==> src/rtl/mem_port_arbiter_pkg.sv <==
// Shared types for the two-port SRAM arbiter: FSM states and port identifiers.
package mem_port_arbiter_pkg;

  // 2'd3 is unused and decodes back to S_IDLE in the FSM.
  typedef enum logic [1:0] {
    S_IDLE   = 2'd0,
    S_ACCESS = 2'd1,
    S_RESP   = 2'd2
  } state_e;

  // Port 0 is instruction fetch, port 1 is data load/store.
  typedef enum logic {
    PORT_IF  = 1'b0,
    PORT_MEM = 1'b1
  } port_e;

  localparam int DWIDTH  = 32;
  localparam int BEWIDTH = 4;

  // The port that did not win last time.
  function automatic port_e other_port(input port_e p);
    return (p == PORT_IF) ? PORT_MEM : PORT_IF;
  endfunction

endpackage

==> src/rtl/mem_port_arbiter_rr_arb2.sv <==
// Combinational two-way round-robin pick. The history register lives in the top.
module mem_port_arbiter_rr_arb2
  import mem_port_arbiter_pkg::*;
(
  input  logic [1:0] req,
  input  port_e      last,
  output logic       gnt_valid,
  output port_e      gnt_id
);

  // A lone requester wins; on a tie the port not served last wins.
  always_comb begin
    // NOTE: every output gets a default first so no path leaves it unassigned (no latch).
    gnt_valid = |req;
    gnt_id    = PORT_IF;
    if (req == 2'b11) begin
      gnt_id = other_port(last);
    end else if (req[1]) begin
      gnt_id = PORT_MEM;
    end
  end

endmodule

==> src/rtl/mem_port_arbiter.sv <==
// Shares one latency-modelled single-port SRAM between instruction fetch (port 0)
// and data load/store (port 1): round-robin grant, CSN held low until READY,
// then a one-cycle ACK carrying the read data back to the winner.
module mem_port_arbiter
  import mem_port_arbiter_pkg::*;
#(
  parameter int AWIDTH = 12,
  parameter int LAT    = 2    // legal range 1..7
) (
  input  logic               CLK,
  input  logic               RSTn,
  input  logic               P0_REQ,
  input  logic               P0_WEN,
  input  logic [BEWIDTH-1:0] P0_BE,
  input  logic [AWIDTH-1:0]  P0_ADDR,
  input  logic [DWIDTH-1:0]  P0_DI,
  output logic               P0_ACK,
  input  logic               P1_REQ,
  input  logic               P1_WEN,
  input  logic [BEWIDTH-1:0] P1_BE,
  input  logic [AWIDTH-1:0]  P1_ADDR,
  input  logic [DWIDTH-1:0]  P1_DI,
  output logic               P1_ACK,
  output logic [DWIDTH-1:0]  P_DOUT,
  output logic               M_CSN,
  output logic [AWIDTH-1:0]  M_ADDR,
  output logic               M_WEN,
  output logic [BEWIDTH-1:0] M_BE,
  output logic [DWIDTH-1:0]  M_DI,
  input  logic [DWIDTH-1:0]  M_DOUT,
  input  logic               M_READY,
  output logic [2:0]         M_LATENCY,
  output logic               BUSY
);

  state_e              state_q, state_d;
  port_e               gid_q, last_q, gnt_id;
  logic                gnt_valid;

  logic                sel_wen;
  logic [BEWIDTH-1:0]  sel_be;
  logic [AWIDTH-1:0]   sel_addr;
  logic [DWIDTH-1:0]   sel_di;

  logic                cmd_wen_q;
  logic [BEWIDTH-1:0]  cmd_be_q;
  logic [AWIDTH-1:0]   cmd_addr_q;
  logic [DWIDTH-1:0]   cmd_di_q;

  mem_port_arbiter_rr_arb2 u_arb (
    .req       ({P1_REQ, P0_REQ}),
    .last      (last_q),
    .gnt_valid (gnt_valid),
    .gnt_id    (gnt_id)
  );

  // Route the winner's request fields toward the command registers.
  always_comb begin
    sel_wen  = P0_WEN;
    sel_be   = P0_BE;
    sel_addr = P0_ADDR;
    sel_di   = P0_DI;
    if (gnt_id == PORT_MEM) begin
      sel_wen  = P1_WEN;
      sel_be   = P1_BE;
      sel_addr = P1_ADDR;
      sel_di   = P1_DI;
    end
  end

  // Next state: grant only from IDLE, wait in ACCESS for READY, one response cycle.
  always_comb begin
    state_d = state_q;
    case (state_q)
      S_IDLE:   if (gnt_valid) state_d = S_ACCESS;
      S_ACCESS: if (M_READY)   state_d = S_RESP;
      S_RESP:   state_d = S_IDLE;
      default:  state_d = S_IDLE;
    endcase
  end

  // State register; asserting reset drops CSN and any ACK at once via the output decode.
  always_ff @(posedge CLK or negedge RSTn) begin
    // NOTE: clocked state uses <= so every register samples the pre-edge values.
    if (!RSTn) begin
      state_q <= S_IDLE;
    end else begin
      state_q <= state_d;
    end
  end

  // Command registers: capture the winner's request at grant and hold it for the whole access,
  // so a requester that changes or drops its inputs mid-access cannot disturb the SRAM.
  always_ff @(posedge CLK or negedge RSTn) begin
    if (!RSTn) begin
      cmd_wen_q  <= 1'b1;
      cmd_be_q   <= '0;
      cmd_addr_q <= '0;
      cmd_di_q   <= '0;
      gid_q      <= PORT_IF;
    end else if ((state_q == S_IDLE) && gnt_valid) begin
      cmd_wen_q  <= sel_wen;
      cmd_be_q   <= sel_be;
      cmd_addr_q <= sel_addr;
      cmd_di_q   <= sel_di;
      gid_q      <= gnt_id;
    end
  end

  // Round-robin history: the port acked most recently loses the next tie.
  // Resetting to PORT_MEM lets port 0 win the first tie.
  always_ff @(posedge CLK or negedge RSTn) begin
    if (!RSTn) begin
      last_q <= PORT_MEM;
    end else if (state_q == S_RESP) begin
      last_q <= gid_q;
    end
  end

  // CSN is low only in ACCESS, so it always rises for at least the RESP cycle between
  // accesses and the SRAM's latency counter restarts.
  assign M_CSN     = (state_q != S_ACCESS);
  assign M_ADDR    = cmd_addr_q;
  assign M_WEN     = cmd_wen_q;
  assign M_BE      = cmd_be_q;
  assign M_DI      = cmd_di_q;
  assign M_LATENCY = 3'(LAT);

  // The SRAM output register holds while CSN is high, so RESP can pass it straight through.
  assign P_DOUT = M_DOUT;
  assign P0_ACK = (state_q == S_RESP) && (gid_q == PORT_IF);
  assign P1_ACK = (state_q == S_RESP) && (gid_q == PORT_MEM);
  assign BUSY   = (state_q != S_IDLE);

endmodule
==> config.mk <==
export PLATFORM = sky130hd
export DESIGN_NAME = mem_port_arbiter
export DESIGN_NICKNAME = d
export VERILOG_FILES = /design/src/rtl/mem_port_arbiter_pkg.sv /design/src/rtl/mem_port_arbiter_rr_arb2.sv /design/src/rtl/mem_port_arbiter.sv
export SDC_FILE = /design/constraint.sdc
export NUM_CORES = 1
export LEC_CHECK = 0
export BUFFER_PORTS_ARGS = -buffer_cell sky130_fd_sc_hd__buf_2
export CORE_AREA = 2 2 76 107
export CTS_BUF_LIST = sky130_fd_sc_hd__clkbuf_8
export CTS_CLUSTER_SIZE = 10
export DETAILED_ROUTE_END_ITERATION = 10
export DIE_AREA = 0 0 78 109
export GPL_TIMING_DRIVEN = 0
export PLACE_DENSITY = 0.9
export SLEW_MARGIN = 20
export SYNTH_ARGS = -nofsm -noshare
export SYNTH_HDL_FRONTEND = slang
export SYNTH_HIERARCHICAL = 1
export SYNTH_SLANG_ARGS = --single-unit
export TNS_END_PERCENT = 30
==> constraint.sdc <==
create_clock -name CLK -period 5 [get_ports CLK]
set_clock_uncertainty 0.1 [all_clocks]
set_input_delay 0.75 -clock CLK [delete_from_list [all_inputs] [get_ports CLK]]
set_output_delay 0.75 -clock CLK [all_outputs]
set_load 0.01 [all_outputs]
Word-level counts from Yosys, hierarchy flattened
Cells that the tools add are included.

Register bits after elaboration: 53. Input port bits: 135. Output and inout port bits: 88.

Equality and inequality tests: 6. Muxes and demuxes: 10. Bitwise gates (word level): 1. Reduce and logical (&&, ||, !) cells: 7.

Operators by type and width (count): 2-to-1 mux 32 bit (1); 2-to-1 mux 12 bit (1); equality test 2 bit, second input constant (2); 2-to-1 mux 1 bit (4); 2-to-1 mux 2 bit (2); 2-to-1 mux 4 bit (1); != test 2 bit, second input constant (2); case mux 2 bit (2 select lines) (1); logical AND 1 bit (3); equality test 2 x 1 -> 1 bit, second input constant (1); zero test 2 bit (1); != test 2 x 1 -> 1 bit, second input constant (1); AND reduction 2 bit (1); nonzero test 2 bit (1); OR reduction 2 bit (1); inverter 1 bit (1).

Logic depth before layout (Yosys ltp)
Depth after elaboration: 3. Mapped depth: 5.

By module
The synthesis kept the hierarchy.

Modules (own cells, without submodules): mem_port_arbiter (instances 1, cells each 210, area each 2937.8 um^2); mem_port_arbiter_rr_arb2 (instances 1, cells each 2, area each 13.8 um^2).

Worst setup path after synthesis
No wires, ideal clock.

Path kind: input -> register. Start point: in P1_REQ. End point: reg cmd_di_q[29], in the netlist M_DI[29]. Library setup time: 0.125 ns. Arrival: 1.769 ns. Required time: 4.775 ns. Path slack: 3.007 ns. Stages: 5. Buffers on the path: 2. Cells stage by stage: a21boi_1 buf_2 buf_6 mux2_2 mux2_2.

Word-level cells in the longest chain between the ends: 3.

Ends and longest elaborated chain: from (decl) (line mem_port_arbiter.sv:18) `input logic P1_REQ,`; equality test 2 bit or 2-to-1 mux 1 bit (tied branches) (line mem_port_arbiter_rr_arb2.sv:16, mem_port_arbiter_rr_arb2.sv:18); 2-to-1 mux 1 bit (line mem_port_arbiter_rr_arb2.sv:16) `if (req == 2'b11) begin`; 2-to-1 mux 32 bit (line mem_port_arbiter.sv:63) `if (gnt_id == PORT_MEM) begin`; to (signal assigned) (line mem_port_arbiter.sv:105) `cmd_di_q <= sel_di;`; to (decl) (line mem_port_arbiter.sv:48) `logic [DWIDTH-1:0] cmd_di_q;`.

Parallel ways exist; a longest one is shown, timed or not. A chain may end at the register's enable or synchronous reset.

Final worst setup path
Start point: reg state_q[1]. End point: out BUSY.

Word-level cells in the longest chain between the ends: 1.

Ends and longest elaborated chain: from (decl) (line mem_port_arbiter.sv:36) `state_e state_q, state_d;`; from (signal assigned) (line mem_port_arbiter.sv:88) `state_q <= state_d;`; nonzero test 2 bit (line mem_port_arbiter.sv:133) `assign BUSY = (state_q != S_IDLE);`; to (decl) (line mem_port_arbiter.sv:33) `output logic BUSY`.

No other way between the ends.

==> metrics <==
Max Cap Violations=0; Crit path largest cell delay=440 ps; Synth-to-Final Area Change=39.1%; vias=2284; Post-Synthesis Cell Area=between 2000 and 3000 sq um; IO Port Bufs=187; vias in the first global route=between 2000 and 2500; type of origin of the critical path=flop; routability cong.=0.705; metal2 WL=approximately 3.9 mm; CTS tree=yes; fin crit share=0.406; Hold Vio Cnt, Final=0; Slew @ Worst Pin=between 600 and 700 ps; Residual DRC=0; run status=finished clean; WP buf/inv=1; Worst Setup Path Type=reg2out; PD cells=485 nW/um^2; worst path required time=4150 ps; DRT iter0 DRCs=37; post-synthesis sequential area ratio=0.450; Post-synth EDFFs=0; Root Driver=clkbuf_8; first-pass GRT wire length=between 10 and 15 mm; setup bufs post-CTS=0; Slew HR=0.561; Cell variety after synth=19; Yosys top cell by area=dfrtp_1; FP Rows=38; Initial Utilization=0.388; Hold Slack=roughly 380 ps; # diodes=0; Sinks on Clock Net=53; synth top area cells=dfrtp_1 43%, mux2_2 34%, buf_4 8.9%; maximum clock frequency=about 500 MHz; Crit path max-delay family=flip-flops; core box area=approximately 7600 sq um; Worst-path clk slew=90 ps; Routed met1 length=2.31 mm; Main synth FF type=dfrtp_1; Worst Setup End Kind=output pin; Horiz. Die Dim=78 um; fin crit period=2030 ps; final wirelength=about 6.8 mm; max layer used=met4; register bit total from synthesis=between 50 and 60; I/O pin total=223; DP Wirelength=roughly 5.6 mm; commonest cells in the netlist=89 x mux2_2, 51 x dfrtp_1, 35 x buf_4; Pins Over Slew Limit=0; average size of a mapped cell=13.9 sq um; total gr overflow=0; CTS resizes=0; CP Max Fanout=5; WP data arrival=1180 ps; first drt pass iteration count=4; final setup violation count=0; largest net degree at the start of global routing=54; layout cell share with drive strength beyond 1=0.841; Routed met3 length=518 um; H-tree depth=2; NumNets Final=between 500 and 600; initial antenna violation count=0; Die H=approximately 110 um; clk buf depth=2; post-route ant nets=0; GR Util All Layers=0.149; Skew-Pair Late Insertion Delay=300 ps; worst IR drop on VDD=0.000249 V; DR vias/cell=4.50; Pleak=about 0.0021 uW; RSZ-0062 raised after global routing=no; crit path cell chain=or2_2 > buf_2; Die ar.=8500 sq um; Post-Syn Instances=212; ys async rst share=1.00; CTS Hold Bufs=0; count leader, synth=mux2_2; top-area cell type share of the netlist area=0.432; Crit-path slowest cell=dfrtp_1; Syn. warnings=6; worst min path class=in2async; Wirelength per Cell=13.5 um; CTS buffer count=5; final setup TNS=0 ps
[report_power, final]
group          internal [uW]  switching, uW  leakage, uW
Combinational            569            420      0.00144
Clock                   97.1            141    0.0000439
Sequential               653            112     0.000618
Total                   1320            672      0.00211
[layout make-up]
type / instances / area [sq um]
fill: 676 / 3500
sequential: 53 / 1330
multi-input combinational: 113 / 1240
timing repair buffer: 187 / 938
buffer: 46 / 380
tap: 100 / 125
clock buffer: 5 / 68.8
clock inverter: 3 / 17.5
inverter: 1 / 3.75
[state kept, by name (all words and copies together) (netlist names)]
name	flops
state_q	2
M_ADDR	12
M_BE	4
M_WEN	1
gid_q	1
M_DI	32
last_q	1
[metal layers]
metal / track usage / up-vias
met2: 0.304 / 117
met1: 0.148 / 1072
met4: 0.0451 / 0
met5: 0 / -
met3: 0.0323 / 8
li1: - / 1087
[cells by family (layout without fill, tap and decap cells)]
kind of cell           Yosys count  count (layout)  synth area share
multiplexers                    99              99             0.389
flip-flops                      53              53             0.450
buffers and inverters           47             242             0.130
AND/OR/NAND/NOR                  8               8            0.0204
AO/OA/AOI/OAI                    3               3           0.00763
other                            2               3           0.00254
[layout by cell type, fill, tap and decap left out]
cell type,n
buf_2,187
buf_6,10
dfstp_2,2
or2_1,1
mux2_4,9
clkbuf_8,5
nor2_1,2
or2_2,1
dfrtp_1,51
a21boi_1,1
conb_1,3
mux2_1,1
a21o_1,1
nor3b_4,1
buf_4,36
nand2b_1,2
clkinvlp_4,1
mux2_2,89
clkinv_2,2
inv_1,1
and3b_1,1
o21bai_1,1
[through the flow]
step                cell area, sq um  std cells   util  setup WS, ps  total power (uW)
detailed placement              4020        500  0.528          2770              1790
finish                          4110        508  0.540          2970              1990
floorplan                       2960        213      -          3010              1410
CTS                             4110        508  0.540          2950              2030
global route                    4110        508  0.540          2920              2130
global placement                4020        500  0.528          2800              1750
[final timing paths]
kind                                              from                endpoint  slack, ps  cells after the start
worst min register to register   M_ADDR[8]$_DFFE_PN0P_   M_ADDR[8]$_DFFE_PN0P_        410                      1
worst min-delay path                              RSTn     M_DI[1]$_DFFE_PN0P_        380                      1
max in group asynchronous                         RSTn       gid_q$_DFFE_PN0P_       3980                      1
min in group CLK                 M_ADDR[8]$_DFFE_PN0P_   M_ADDR[8]$_DFFE_PN0P_        410                      1
worst max-delay path            state_q[1]$_DFFE_PN0P_                    BUSY       2970                      2
worst max register to register      last_q$_DFFE_PN1N_  M_ADDR[10]$_DFFE_PN0P_       3280                      5
Power figures use the tool's default switching activity.
